## src/rtl/rx_frame_sr_if.sv

```systemverilog
// rx_frame_sr_if: serial-bit input and completed-frame status bundle
// for the parametrised UART receive-frame shift register.
interface rx_frame_sr_if #(
   parameter int MAX_DATA_BITS = 8,
   parameter int SZW           = $clog2(MAX_DATA_BITS + 1)
);
   logic                     shift_strobe;
   logic                     serial_in;
   logic [SZW-1:0]           data_size;
   logic [1:0]               parity_mode;
   logic                     frame_clear;
   logic [MAX_DATA_BITS-1:0] packet_data;
   logic                     parity_bit;
   logic                     stop_bit;
   logic                     parity_error;
   logic                     framing_error;
   logic                     frame_valid;
   logic [SZW:0]             bit_count;

   modport master (
      output shift_strobe,
      output serial_in,
      output data_size,
      output parity_mode,
      output frame_clear,
      input  packet_data,
      input  parity_bit,
      input  stop_bit,
      input  parity_error,
      input  framing_error,
      input  frame_valid,
      input  bit_count
   );

   modport slave (
      input  shift_strobe,
      input  serial_in,
      input  data_size,
      input  parity_mode,
      input  frame_clear,
      output packet_data,
      output parity_bit,
      output stop_bit,
      output parity_error,
      output framing_error,
      output frame_valid,
      output bit_count
   );
endinterface

```

## src/rtl/rx_frame_sr.sv

```systemverilog
// rx_frame_sr: LSB-first UART receive-frame assembler, 5..MAX_DATA_BITS data.
// Define RX_SR_PARITY_EN to build the parity checker and mode register.
module rx_frame_sr #(
   parameter int MAX_DATA_BITS = 8,
   parameter int SZW           = $clog2(MAX_DATA_BITS + 1)
) (
   input logic          clk,
   input logic          rst,
   rx_frame_sr_if.slave rx
);
   localparam int W  = MAX_DATA_BITS + 2;
   localparam int CW = SZW + 1;
   localparam logic [SZW-1:0] MAX_SZ = SZW'(MAX_DATA_BITS);
   localparam logic [SZW-1:0] MIN_SZ = SZW'(5);

   logic [W-1:0]             sr_q, sr_d;
   logic [W-1:0]             sr_shift, frame;
   logic [CW-1:0]            cnt_q, cnt_d;
   logic [CW-1:0]            len, stop_pos;
   logic [SZW-1:0]           size_q, size_d;
   logic [SZW-1:0]           size_in, size_cur;
   logic [MAX_DATA_BITS-1:0] pkt_q, pkt_d;
   logic [MAX_DATA_BITS-1:0] mask, data;
   logic                     stop_q, stop_d;
   logic                     ferr_q, ferr_d;
   logic                     valid_q, valid_d;
   logic                     start, last, stop_rx;
   logic                     p_cur, odd_cur;
   logic                     unused;

   assign start   = (cnt_q == '0);
   assign size_in = (rx.data_size < MIN_SZ || rx.data_size > MAX_SZ)
                  ? MAX_SZ : rx.data_size;
   assign size_cur = start ? size_in : size_q;

   assign len      = CW'(size_cur) + CW'(p_cur) + CW'(1);
   assign stop_pos = CW'(size_cur) + CW'(p_cur);
   assign last     = rx.shift_strobe && !rx.frame_clear
                  && (cnt_q == len - CW'(1));

   // Frame sits in the top len bits after the final shift; right-justify it.
   assign sr_shift = {rx.serial_in, sr_q[W-1:1]};
   assign frame    = sr_shift >> (CW'(W) - len);

   always_comb begin
      mask = '0;
      for (int i = 0; i < MAX_DATA_BITS; i++)
         mask[i] = (SZW'(i) < size_cur);
   end

   assign data = frame[MAX_DATA_BITS-1:0] & mask;

   always_comb begin
      stop_rx = 1'b1;
      for (int i = 0; i < W; i++)
         if (CW'(i) == stop_pos) stop_rx = frame[i];
   end

   always_comb begin
      sr_d    = sr_q;
      cnt_d   = cnt_q;
      size_d  = size_q;
      pkt_d   = pkt_q;
      stop_d  = stop_q;
      ferr_d  = ferr_q;
      valid_d = 1'b0;
      if (rx.frame_clear) begin
         sr_d  = '1;
         cnt_d = '0;
      end else if (rx.shift_strobe) begin
         if (start) size_d = size_in;
         if (last) begin
            sr_d    = '1;
            cnt_d   = '0;
            pkt_d   = data;
            stop_d  = stop_rx;
            ferr_d  = ~stop_rx;
            valid_d = 1'b1;
         end else begin
            sr_d  = sr_shift;
            cnt_d = cnt_q + CW'(1);
         end
      end
   end

   always_ff @(posedge clk or posedge rst) begin
      if (rst) begin
         sr_q    <= '1;
         cnt_q   <= '0;
         size_q  <= MAX_SZ;
         pkt_q   <= '1;
         stop_q  <= 1'b1;
         ferr_q  <= 1'b0;
         valid_q <= 1'b0;
      end else begin
         sr_q    <= sr_d;
         cnt_q   <= cnt_d;
         size_q  <= size_d;
         pkt_q   <= pkt_d;
         stop_q  <= stop_d;
         ferr_q  <= ferr_d;
         valid_q <= valid_d;
      end
   end

`ifdef RX_SR_PARITY_EN
   // mode_q = {odd, parity present}
   logic [1:0] mode_q, mode_d, mode_in, mode_cur;
   logic       pbit_q, pbit_d;
   logic       perr_q, perr_d;
   logic       par_rx;

   always_comb begin
      unique case (rx.parity_mode)
         2'b01:   mode_in = 2'b01;
         2'b10:   mode_in = 2'b11;
         default: mode_in = 2'b00;
      endcase
   end

   assign mode_cur = start ? mode_in : mode_q;
   assign p_cur    = mode_cur[0];
   assign odd_cur  = mode_cur[1];

   always_comb begin
      par_rx = 1'b1;
      for (int i = 0; i < W; i++)
         if (CW'(i) == CW'(size_cur)) par_rx = frame[i];
   end

   always_comb begin
      mode_d = mode_q;
      pbit_d = pbit_q;
      perr_d = perr_q;
      if (rx.shift_strobe && !rx.frame_clear && start)
         mode_d = mode_in;
      if (last) begin
         pbit_d = p_cur ? par_rx : 1'b1;
         perr_d = p_cur && (par_rx != ((^data) ^ odd_cur));
      end
   end

   always_ff @(posedge clk or posedge rst) begin
      if (rst) begin
         mode_q <= 2'b00;
         pbit_q <= 1'b1;
         perr_q <= 1'b0;
      end else begin
         mode_q <= mode_d;
         pbit_q <= pbit_d;
         perr_q <= perr_d;
      end
   end

   assign rx.parity_bit   = pbit_q;
   assign rx.parity_error = perr_q;
   assign unused          = sr_q[0];
`else
   assign p_cur           = 1'b0;
   assign odd_cur         = 1'b0;
   assign rx.parity_bit   = 1'b1;
   assign rx.parity_error = 1'b0;
   assign unused          = ^{sr_q[0], odd_cur, rx.parity_mode};
`endif

   assign rx.packet_data   = pkt_q;
   assign rx.stop_bit      = stop_q;
   assign rx.framing_error = ferr_q;
   assign rx.frame_valid   = valid_q;
   assign rx.bit_count     = cnt_q;
endmodule

```

## src/flat_wrapper.sv

```systemverilog
// flat-port wrapper written by rule: the top's interface ports become plain ports
module rx_frame_sr_flat 
#(
   parameter int MAX_DATA_BITS = 8,
   parameter int SZW           = $clog2(MAX_DATA_BITS + 1)
)
  (clk, rst, rx_shift_strobe, rx_serial_in, rx_data_size, rx_parity_mode, rx_frame_clear, rx_packet_data, rx_parity_bit, rx_stop_bit, rx_parity_error, rx_framing_error, rx_frame_valid, rx_bit_count);
  rx_frame_sr_if #(.MAX_DATA_BITS(MAX_DATA_BITS), .SZW(SZW)) rx_i ();
  input logic clk;
  input logic rst;
  input wire logic [$bits(rx_i.shift_strobe)-1:0] rx_shift_strobe;
  input wire logic [$bits(rx_i.serial_in)-1:0] rx_serial_in;
  input wire logic [$bits(rx_i.data_size)-1:0] rx_data_size;
  input wire logic [$bits(rx_i.parity_mode)-1:0] rx_parity_mode;
  input wire logic [$bits(rx_i.frame_clear)-1:0] rx_frame_clear;
  output wire logic [$bits(rx_i.packet_data)-1:0] rx_packet_data;
  output wire logic [$bits(rx_i.parity_bit)-1:0] rx_parity_bit;
  output wire logic [$bits(rx_i.stop_bit)-1:0] rx_stop_bit;
  output wire logic [$bits(rx_i.parity_error)-1:0] rx_parity_error;
  output wire logic [$bits(rx_i.framing_error)-1:0] rx_framing_error;
  output wire logic [$bits(rx_i.frame_valid)-1:0] rx_frame_valid;
  output wire logic [$bits(rx_i.bit_count)-1:0] rx_bit_count;
  assign rx_i.shift_strobe = rx_shift_strobe;
  assign rx_i.serial_in = rx_serial_in;
  assign rx_i.data_size = rx_data_size;
  assign rx_i.parity_mode = rx_parity_mode;
  assign rx_i.frame_clear = rx_frame_clear;
  assign rx_packet_data = rx_i.packet_data;
  assign rx_parity_bit = rx_i.parity_bit;
  assign rx_stop_bit = rx_i.stop_bit;
  assign rx_parity_error = rx_i.parity_error;
  assign rx_framing_error = rx_i.framing_error;
  assign rx_frame_valid = rx_i.frame_valid;
  assign rx_bit_count = rx_i.bit_count;
  rx_frame_sr #(.MAX_DATA_BITS(MAX_DATA_BITS), .SZW(SZW)) u_core (.clk(clk), .rst(rst), .rx(rx_i));
endmodule
```

## config.mk

```make
export PLATFORM = sky130hd
export DESIGN_NAME = rx_frame_sr_flat
export DESIGN_NICKNAME = d
export VERILOG_FILES = /design/src/rtl/rx_frame_sr_if.sv /design/src/rtl/rx_frame_sr.sv /design/src/flat_wrapper.sv
export SDC_FILE = /design/constraint.sdc
export NUM_CORES = 1
export LEC_CHECK = 0
export CAP_MARGIN = 10
export CELL_PAD_IN_SITES_DETAIL_PLACEMENT = 0
export CELL_PAD_IN_SITES_GLOBAL_PLACEMENT = 2
export CORE_ASPECT_RATIO = 1.2
export CORE_MARGIN = 3
export CORE_UTILIZATION = 32
export DETAILED_ROUTE_END_ITERATION = 7
export PLACE_DENSITY_LB_ADDON = 0.1
export SLEW_MARGIN = 20
export SYNTH_ARGS = -nofsm -noshare
export SYNTH_HDL_FRONTEND = slang
export SYNTH_SLANG_ARGS = --single-unit
export TNS_END_PERCENT = 1
```

## constraint.sdc

```tcl
create_clock -name clk -period 3.7 [get_ports clk]
set_input_delay 0.74 -clock clk [delete_from_list [all_inputs] [get_ports clk]]
set_output_delay 0.74 -clock clk [all_outputs]
set_load 0.005 [all_outputs]
```

==> Yosys cells after proc, flatten, opt, wreduce, memory -nomap -nowiden <==
Index checks and enable logic that the tools add are counted.
{ "word_totals": {"ff_bits": 30, "in_bits": 11, "output_inout_bits": 18} }
{ "op_classes": {"add_sub_neg": 4, "order_cmp": 10, "eq_ne": 10, "shifts": 1, "muxes": 21, "bitwise_logic": 3, "reduce_logical": 9} }
{ "op_table": {"columns": ["operator", "count"], "rows": [
  ["two-way mux 10 bit", 3],
  ["equality test 3 x 4 -> 1 bit (first input constant)", 4],
  ["less-than comparator 3 x 4 -> 1 bit (first input constant)", 4],
  ["two-way mux 5 bit", 3],
  ["two-way mux 1 bit", 13],
  ["zero test 5 bit", 2],
  ["right shift 10 x 5 -> 10 bit", 1],
  ["AND 8 bit", 1],
  ["equality test 2 x 4 -> 1 bit (first input constant)", 2],
  ["equality test 4 bit (first input constant)", 2],
  ["less-than comparator 1 x 4 -> 1 bit (first input constant)", 2],
  ["less-than comparator 2 x 4 -> 1 bit (first input constant)", 2],
  ["two-way mux 4 bit", 2],
  ["adder 4 x 1 -> 5 bit (second input constant)", 1],
  ["adder 5 x 1 -> 5 bit (second input constant)", 1],
  ["equality test 5 bit", 1],
  ["subtractor 4 x 5 -> 5 bit (first input constant)", 1],
  ["subtractor 5 x 1 -> 5 bit (second input constant)", 1],
  ["equality test 1 x 4 -> 1 bit (first input constant)", 1],
  ["greater-than comparator 4 bit (second input constant)", 1],
  ["less-than comparator 4 x 3 -> 1 bit (second input constant)", 1],
  ["AND reduction 3 bit", 1],
  ["logical AND 1 bit", 2],
  ["inverter 1 bit", 2],
  ["other kinds (4)", 4]
]} }

==> Longest topological paths before layout <==
Gate-level depths: netlist of the first run.
{ "depth": {"ltp_word": 18, "depth_mapped": 17, "ltp_nobuf": 16} }

==> Worst setup path after synthesis of the first run <==
No wires, ideal clock.
{ "synth_path": {"path_type": "register -> register", "from": "reg u_core.cnt_q[0], in the netlist u_core.rx.bit_count[0]", "to": "reg u_core.stop_q, in the netlist u_core.rx.stop_bit", "setup_time_ns": 0.077, "t_arrival_ns": 3.856, "slack_ns": -0.233, "path_stages_with_launch": 15, "n_path_buf": 1, "synth_period_minus_slack_ns": 3.933, "cell_sequence": "dfrtp_1 -> inv_1 -> ha_1 -> or4b_4 -> buf_6 -> a21oi_1 -> inv_1 -> ha_1 -> clkinv_1 -> mux4_2 -> mux2_2 -> a211o_1 -> a31oi_1 -> nor3_1 -> a21o_1"} }
{ "synth_via": {"elab_chain_len": 15, "elab_cells_between_ends": 29, "cone_classes": "add/sub: 3; eq/ne: 10; shift: 1; mux: 11; reduce/logical: 4"} }
{ "synth_rtl": {"columns": ["item", "line_no", "source"], "rows": [
  ["start, declared", "rx_frame_sr.sv:18", "logic [CW-1:0] cnt_q, cnt_d;"],
  ["start signal, assigned", "rx_frame_sr.sv:97", "cnt_q <= cnt_d;"],
  ["zero test 5 bit (*)", "rx_frame_sr.sv:31", "assign start = (cnt_q == '0);"],
  ["two-way mux 4 bit (*)", "rx_frame_sr.sv:34", "assign size_cur = start ? size_in : size_q;"],
  ["net u_core.size_cur[1]", "rx_frame_sr.sv:21", "logic [SZW-1:0] size_in, size_cur;"],
  ["adder 4 x 1 -> 5 bit", "rx_frame_sr.sv:36", "assign len = CW'(size_cur) + CW'(p_cur) + CW'(1);"],
  ["subtractor 4 x 5 -> 5 bit", "rx_frame_sr.sv:43", "assign frame = sr_shift >> (CW'(W) - len);"],
  ["right shift 10 x 5 -> 10 bit", "rx_frame_sr.sv:43", null],
  ["two-way mux 1 bit (10 in a row)", "rx_frame_sr.sv:56", "if (CW'(i) == stop_pos) stop_rx = frame[i];"],
  ["end signal, assigned", "rx_frame_sr.sv:100", "stop_q <= stop_d;"],
  ["end, declared", "rx_frame_sr.sv:24", "logic stop_q, stop_d;"]
]} }
The timed path passes the listed nets; every way through them passes the cells marked *.
A chain may end at the register's enable or synchronous reset.

==> Worst setup path in the final report of the first run <==
{ "layout_path": {"from": "in rx_data_size[2]", "to": "reg u_core.ferr_q, in the netlist u_core.rx.framing_error"} }
{ "layout_via": {"elab_chain_len": 18, "elab_cells_between_ends": 33, "cone_classes": "add/sub: 3; order compare: 2; eq/ne: 10; shift: 1; mux: 12; bitwise: 1; reduce/logical: 4"} }
{ "layout_rtl": {"columns": ["item", "line_no", "source"], "rows": [
  ["start, declared", "flat_wrapper.sv:13", "input wire logic [$bits(rx_i.data_size)-1:0] rx_data_size;"],
  ["less-than comparator 4 x 3 -> 1 bit / greater-than comparator 4 bit (equally long branches)", "rx_frame_sr.sv:32", "assign size_in = (rx.data_size < MIN_SZ || rx.data_size > MAX_SZ)"],
  ["logical OR 1 bit", "rx_frame_sr.sv:32", null],
  ["two-way mux 4 bit (*)", "rx_frame_sr.sv:33", "? MAX_SZ : rx.data_size;"],
  ["two-way mux 4 bit (*)", "rx_frame_sr.sv:34", null],
  ["adder 4 x 1 -> 5 bit", "rx_frame_sr.sv:36", null],
  ["subtractor 4 x 5 -> 5 bit", "rx_frame_sr.sv:43", null],
  ["right shift 10 x 5 -> 10 bit", "rx_frame_sr.sv:43", null],
  ["two-way mux 1 bit (10 in a row)", "rx_frame_sr.sv:56", null],
  ["inverter 1 bit", "rx_frame_sr.sv:77", "ferr_d = ~stop_rx;"],
  ["end signal, assigned", "rx_frame_sr.sv:101", "ferr_q <= ferr_d;"],
  ["end, declared", "rx_frame_sr.sv:25", "logic ferr_q, ferr_d;"]
]} }
Mark *: on every way between the ends. The rest lies on a longest branch, timed or not.

==> flow_summary.toml, run 1 <==
[outcome]
status = "finished clean"

[global_routing]
grt_max_degree = 30
grt_pass1_vias = 2442
track_usage_pct = 17.4
grt_overflow_total = 0
antenna_found_initial = 0
grt_pass1_wl_mm = 12.6

[final_layout]
drive_above_1_share_pct = 41.7
finish.instance_area_sq_um = 3660
antenna_cells = 0
area_delta_synth_final_pct = 40.0
nets = 383

[setup_path]
cp_slowest_cell = "or4_4"
required_ns = 3.88
timing.critical_path.cells = "clkdlybuf4s50_1 -> and3b_1 -> mux2_4 -> buf_6 -> clkinv_1 -> ha_2 -> or4_4 -> a22oi_2 -> o21a_2 -> nand2_1 -> a2111o_1 -> a31oi_1 -> a21oi_1"
regToRegSetupSlack_ns = 0.18
endpoint_kind = "flop"
crit_family = "compound AO/OA/AOI/OAI gates"
crit_path_start = "rx_data_size[2]"
r2r_start = "u_core.rx.bit_count[1]"
start_kind = "input port"
worstPathBufferInverterCount = 3
cp_max_fo = 11
max_stage_delay_ns = 0.52
crit_type = "input port to flop"
cp.arrival_ns = 3.73

[routing]
drcViolationCount = 0
vias = 2468
wl_per_cell_microns = 16.8
via_per_inst = 5.38
drt_pass1_iterations = 4
dr.first_iter.drc_count = 83
drt_wl_total_mm = 7.73
antenna_left = 0

[power_and_ir_drop]
power_density_nw_per_um2 = 467
intPower_w = 0.00111
ir_drop_mv = 0.154
clockPowerShare_pct = 20.6
p_total_w = 0.00171
p_switching_w = 0.000601
power_leakage_nw = 1.47
p_sw_share_pct = 35.2
pwr-share-comb_pct = 53.4
seqPwrFrac_pct = 26.0

[sta]
totalNegativeSetupSlack_ns = 0
worst_pin_slew_ns = 0.692
rsz0062_at_grt = "true"
skew_ns = 0.00759
post-route-min-period_ns = 3.55
fmax_mhz = 282
slew_violations = 0
post-route-period-util_pct = 95.9
setup_violations = 0
hold_viol = 0
max_slew_margin_pct = 53.5

[logic_synthesis]
synth_compound_area_share_pct = 27.0
synth_xor_area_share_pct = 2.87
synthAdderAreaFrac_pct = 2.87
ys_seq_elements = 29
synthFlopType = "dfstp_2"
synthMuxAreaShare_pct = 10.6
avgSynthCellArea_sq_um = 9.36
synth_top_family_by_area = "compound AO/OA/AOI/OAI gates"
synth_area_sq_um = 2610
syn_nets = 296
yosys.area_share.simple_pct = 21.5
synth_edf_count = 0
synthArstFlopShare_pct = 100
yosysSeqAreaShare_pct = 28.7
ys.warnings.count = 0
synthCells = 279
synth.distinct_cells = 75

[min_path]
hold_path_class = "flop to flop"
holdCritStartpoint = "u_core.rx.packet_data[7]"

[floorplan]
core-area_sq_um = 7790
die_area_sq_um = 9290
rows = 35
chipHeight_microns = 105
start_util_pct = 33.5
die_x_microns = 88.5
ios = 29

[clock_tree]
ctsHoldBuffers = 0
cts_sinks = 29
root_buffer = "clkbuf_8"
cts.clk_slew.worst_paths_ns = 0.07
clock_latency_ns = 0.29
cts_made_buffers = 5
max-clock-path-buffers = 2
htreeDepth = 2
cts_tree = "built"

[place]
detailed_place.area_sq_um = 3400
dp_hpwl_mm = 6.02
numPortBuffers = 24
place_congestion = 0.855

[flow_run]
drv_cap = 0
-- cell usage after synthesis, types with 3 or more instances --
cell | n | area [sq um]
nor2_1 | 22 | 82.6
nand2_1 | 20 | 75.1
dfstp_2 | 19 | 499
o21ai_0 | 16 | 80.1
dfrtp_1 | 10 | 250
nor3_1 | 10 | 50.1
inv_1 | 9 | 33.8
mux2_2 | 9 | 101
o22a_1 | 9 | 78.8
a21oi_1 | 8 | 40.0
nand3_1 | 8 | 40.0
clkbuf_1 | 7 | 26.3
a31oi_1 | 6 | 37.5
ha_1 | 6 | 75.1
mux4_2 | 6 | 135
a211oi_1 | 5 | 37.5
buf_6 | 5 | 56.3
nand4_1 | 5 | 31.3
nor2b_1 | 5 | 31.3
a211o_1 | 4 | 35.0
and2_1 | 4 | 25.0
buf_4 | 4 | 30.0
mux2i_1 | 4 | 40.0
o2111ai_1 | 4 | 35.0
xnor2_1 | 4 | 35.0
clkinv_1 | 3 | 11.3
nand2b_1 | 3 | 18.8
nand3b_1 | 3 | 22.5
o211ai_1 | 3 | 22.5
o21a_1 | 3 | 22.5
-- routing by layer --
layer  up-vias  wire length [microns]  global-route usage [%]
li1       1229                      -                       -
met1      1177                   3550                    23.4
met2        47                   3840                    28.6
met3        15                    196                    2.68
met4         0                    129                    4.64
met5         -                      0                       0
-- state kept, by name (all words and copies together) (netlist names) --
name,flops
u_core.size_q,4
u_core.sr_q,9
u_core.rx.frame_valid,1
u_core.rx.stop_bit,1
u_core.rx.packet_data,8
u_core.rx.bit_count,5
u_core.rx.framing_error,1
-- metrics by stage --
step | util (%) | hold WS, ns | setup slack [ns] | cells
4_1_cts | 45.2 | 0.458 | 0.00273 | 455
6_report | 46.9 | 0.455 | 0.150 | 459
3_3_place_gp | 43.6 | 0.443 | -0.204 | 447
2_1_floorplan | - | 0.444 | 0.00990 | 279
5_1_grt | 46.9 | 0.474 | -0.0338 | 459
3_5_place_dp | 43.6 | 0.448 | -0.250 | 447
-- cell type report --
cell class,instances,area [sq um]
tap,92,115
inverter,12,46.3
fill,781,4140
timing repair buffer,97,821
multi-input combinational,221,1810
clock inverter,1,30.0
clock buffer,7,86.3
sequential,29,749
-- timing repair --
| item | 4_1_cts | 5_1_grt |
|---|---|---|
| setup buffers | 0 | 4 |
| pin swaps | 0 | 6 |
| gates resized for setup | 1 | 22 |
| gates cloned | 0 | 0 |
| setup endpoints to repair | 2 | 23 |
-- kinds of logic after synthesis --
family / Yosys count
AO/OA/AOI/OAI: 88
XOR/XNOR: 7
buffers and inverters: 29
flip-flops: 29
multiplexers: 19
AND/OR/NAND/NOR: 99
other: 2
adder cells (fa/ha/maj): 6
-- placed cells by master, fill, tap and decap left out, drive strengths merged, types with 8 or more instances in the layout --
cell type	count
nand3	8
nand2	21
nor3	13
dfstp	19
buf	73
a21oi	8
o22a	9
o21ai	18
nor2	23
dfrtp	10
clkdlybuf4s50	24
inv	9
mux2	9
-- worst register-to-register path, cell delays in order (launching register included) --
cell and delay [ns]:
dfrtp_1 0.38, inv_1 0.08, ha_2 0.18, or4b_4 0.53, nor3_4 0.26, a21oi_4 0.05, inv_2 0.09, ha_4 0.20
clkinv_2 0.09, mux4_2 0.52, mux2_2 0.31, a211o_1 0.34, a31oi_4 0.18, nor3_1 0.07, a21o_1 0.18
-- final timing paths --
path,to,cells after the start
max,u_core.rx.framing_error,13
min,u_core.rx.packet_data[7],2
max reg2reg,u_core.rx.stop_bit,14
min reg2reg,u_core.rx.packet_data[7],2
max in group asynchronous,u_core.size_q[3],3
min in group asynchronous,u_core.rx.framing_error,3
-- power by group through the flow --
stage               Sequential, W  Clock, W  Combinational (W)
floorplan                0.000444         0           0.000483
global placement         0.000448         0           0.000862
detailed placement       0.000451         0           0.000865
CTS                      0.000445  0.000363           0.000869
global route             0.000454  0.000379            0.00100
finish                   0.000445  0.000351           0.000912
Note: power is estimated with default switching activity, not from simulation.
==> run 2: changes to the inputs <==
--- a/config.mk
+++ b/config.mk
@@ -9,7 +9,7 @@
 export CELL_PAD_IN_SITES_DETAIL_PLACEMENT = 0
 export CELL_PAD_IN_SITES_GLOBAL_PLACEMENT = 2
 export CORE_ASPECT_RATIO = 1.2
-export CORE_MARGIN = 3
+export CORE_MARGIN = 10
 export CORE_UTILIZATION = 32
 export DETAILED_ROUTE_END_ITERATION = 7
 export PLACE_DENSITY_LB_ADDON = 0.1
==> run 2 against run 1 <==
Flip-flop and latch count is the same; first-iteration DRC count grew 46%; utilization shrank 0.78 points; largest cell class unchanged.
==> flow_summary.toml, run 2 (synthesis gave the netlist of run 1 again) <==
[setup_path]
required_ns = 3.87
endpoint_kind = "flop"
worstRegToRegCells = 14
r2r_start = "u_core.rx.bit_count[1]"
reg2reg_to = "u_core.rx.framing_error"
regToRegSetupSlack_ns = 0.17
cp_max_fo = 7
crit_type = "flop to flop"
start_kind = "flop"
cp.arrival_ns = 3.70

[final_layout]
layout_common_cells = "buf_4, clkdlybuf4s50_1, nor2_1, nand2_1, dfstp_2"
largest_register_ff_count = 9
regMostFlops = "u_core.sr_q"
nets = 390
finish.instance_area_sq_um = 3720
antenna_cells = 0
final_common_cell = "buf_4"
drive_above_1_share_pct = 44.1
area_delta_synth_final_pct = 42.4

[sta]
fin_ws_ns = 0.168
skew_ns = 0.00513
worst_pin_slew_ns = 0.931
fmax_mhz = 283
max_slew_margin_pct = 37.9
post-route-period-util_pct = 95.5
post-route-min-period_ns = 3.53
hold_viol = 0
slew_violations = 0
setup_violations = 0

[clock_tree]
htreeDepth = 2
clock_latency_ns = 0.28
cts_made_buffers = 5
cts_sinks = 29
max-clock-path-buffers = 2
cts.clk_slew.worst_paths_ns = 0.07
cts_tree = "built"
root_buffer = "clkbuf_8"

[place]
place_ws_ns = -0.199
numPortBuffers = 24
dp_hpwl_mm = 6.30
detailed_place.area_sq_um = 3420
place_congestion = 0.872

[routing]
drcViolationCount = 0
dr.first_iter.drc_count = 121
antenna_left = 0
wl_per_cell_microns = 17.0
drt_pass1_iterations = 4
drt_wl_total_mm = 7.99
via_per_inst = 5.32
vias = 2495

[floorplan]
die_x_microns = 102
die_area_sq_um = 12200
start_util_pct = 32.4
ios = 29
core-area_sq_um = 8060
rows = 36
chipHeight_microns = 119

[power_and_ir_drop]
power_leakage_nw = 1.52
ir_drop_mv = 0.177
power_density_nw_per_um2 = 470
p_total_w = 0.00175

[global_routing]
track_usage_pct = 13.7
antenna_found_initial = 0
grt_pass1_vias = 2533
grt_overflow_total = 0
grt_max_degree = 23
grt_pass1_wl_mm = 13.3

[min_path]
hold_end = "u_core.rx.packet_data[7]"
whs_path_depth = 2
hold_path_class = "flop to flop"
holdCritStartpoint = "u_core.rx.packet_data[7]"

[flow_run]
drv_cap = 0

[outcome]
status = "finished clean"
run 2: worst max-delay path: stages, from the launching register on:
cell and delay (ns):
dfrtp_1 0.38, inv_1 0.07, ha_2 0.18, or4b_4 0.52, buf_4 0.17, buf_4 0.14
nor3_4 0.27, nor2_2 0.07, xnor3_2 0.44, buf_6 0.17, mux2_2 0.22, a32oi_1 0.11
a2111o_1 0.43, a31oi_1 0.17, a21oi_1 0.06
run 2: metrics by stage:
step	utilization, %	std cells	TNS, ns	hold slack, ns
finish	46.2	469	0	0.451
global route	46.2	469	-0.00798	0.472
CTS	44.0	462	0	0.456
detailed placement	42.5	454	-1.45	0.445
global placement	42.5	454	-1.31	0.445
floorplan	-	279	0	0.444
run 2: report_power, final:
part	internal, W	switching (W)	total (W)
sequential	0.000404	0.0000412	0.000445
clock	0.000220	0.000136	0.000356
combinational	0.000509	0.000439	0.000948
run 2: worst max-delay path by stage:
stage	cells past startpoint	start	slack [ns]	end
2_1_floorplan	15	u_core.rx.bit_count[0]	0.01	u_core.rx.framing_error
3_3_place_gp	11	rx_data_size[3]	-0.20	u_core.rx.stop_bit
3_5_place_dp	11	rx_data_size[3]	-0.20	u_core.rx.stop_bit
4_1_cts	15	u_core.rx.bit_count[1]	0.003	u_core.rx.packet_data[3]
5_1_grt	15	u_core.rx.bit_count[0]	-0.006	u_core.rx.packet_data[3]
6_report	14	u_core.rx.bit_count[1]	0.17	u_core.rx.framing_error
run 2: metal layers:
| layer | routed length [microns] | global-route usage (%) | up-vias |
|---|---|---|---|
| met4 | 92 | 3.36 | 0 |
| li1 | - | - | 1253 |
| met5 | 0 | 0 | - |
| met1 | 3470 | 16.7 | 1184 |
| met3 | 308 | 2.49 | 8 |
| met2 | 4120 | 23.8 | 50 |
run 2: cell type report:
| type | count | area (sq um) |
|---|---|---|
| clock buffers | 7 | 86.3 |
| clock inverters | 1 | 30.0 |
| fillers | 798 | 4340 |
| inverters | 12 | 50.0 |
| multi-input cells | 221 | 1830 |
| flip-flops and latches | 29 | 749 |
| well taps | 95 | 119 |
| repair buffers | 104 | 858 |
run 2: timing repair:
item / in CTS / in global routing
hold buffers: 0 / 0
resized for setup: 3 / 30
setup endpoints to repair: 2 / 23
gates cloned: 0 / 0
setup buffers: 0 / 7
pin swaps: 0 / 8
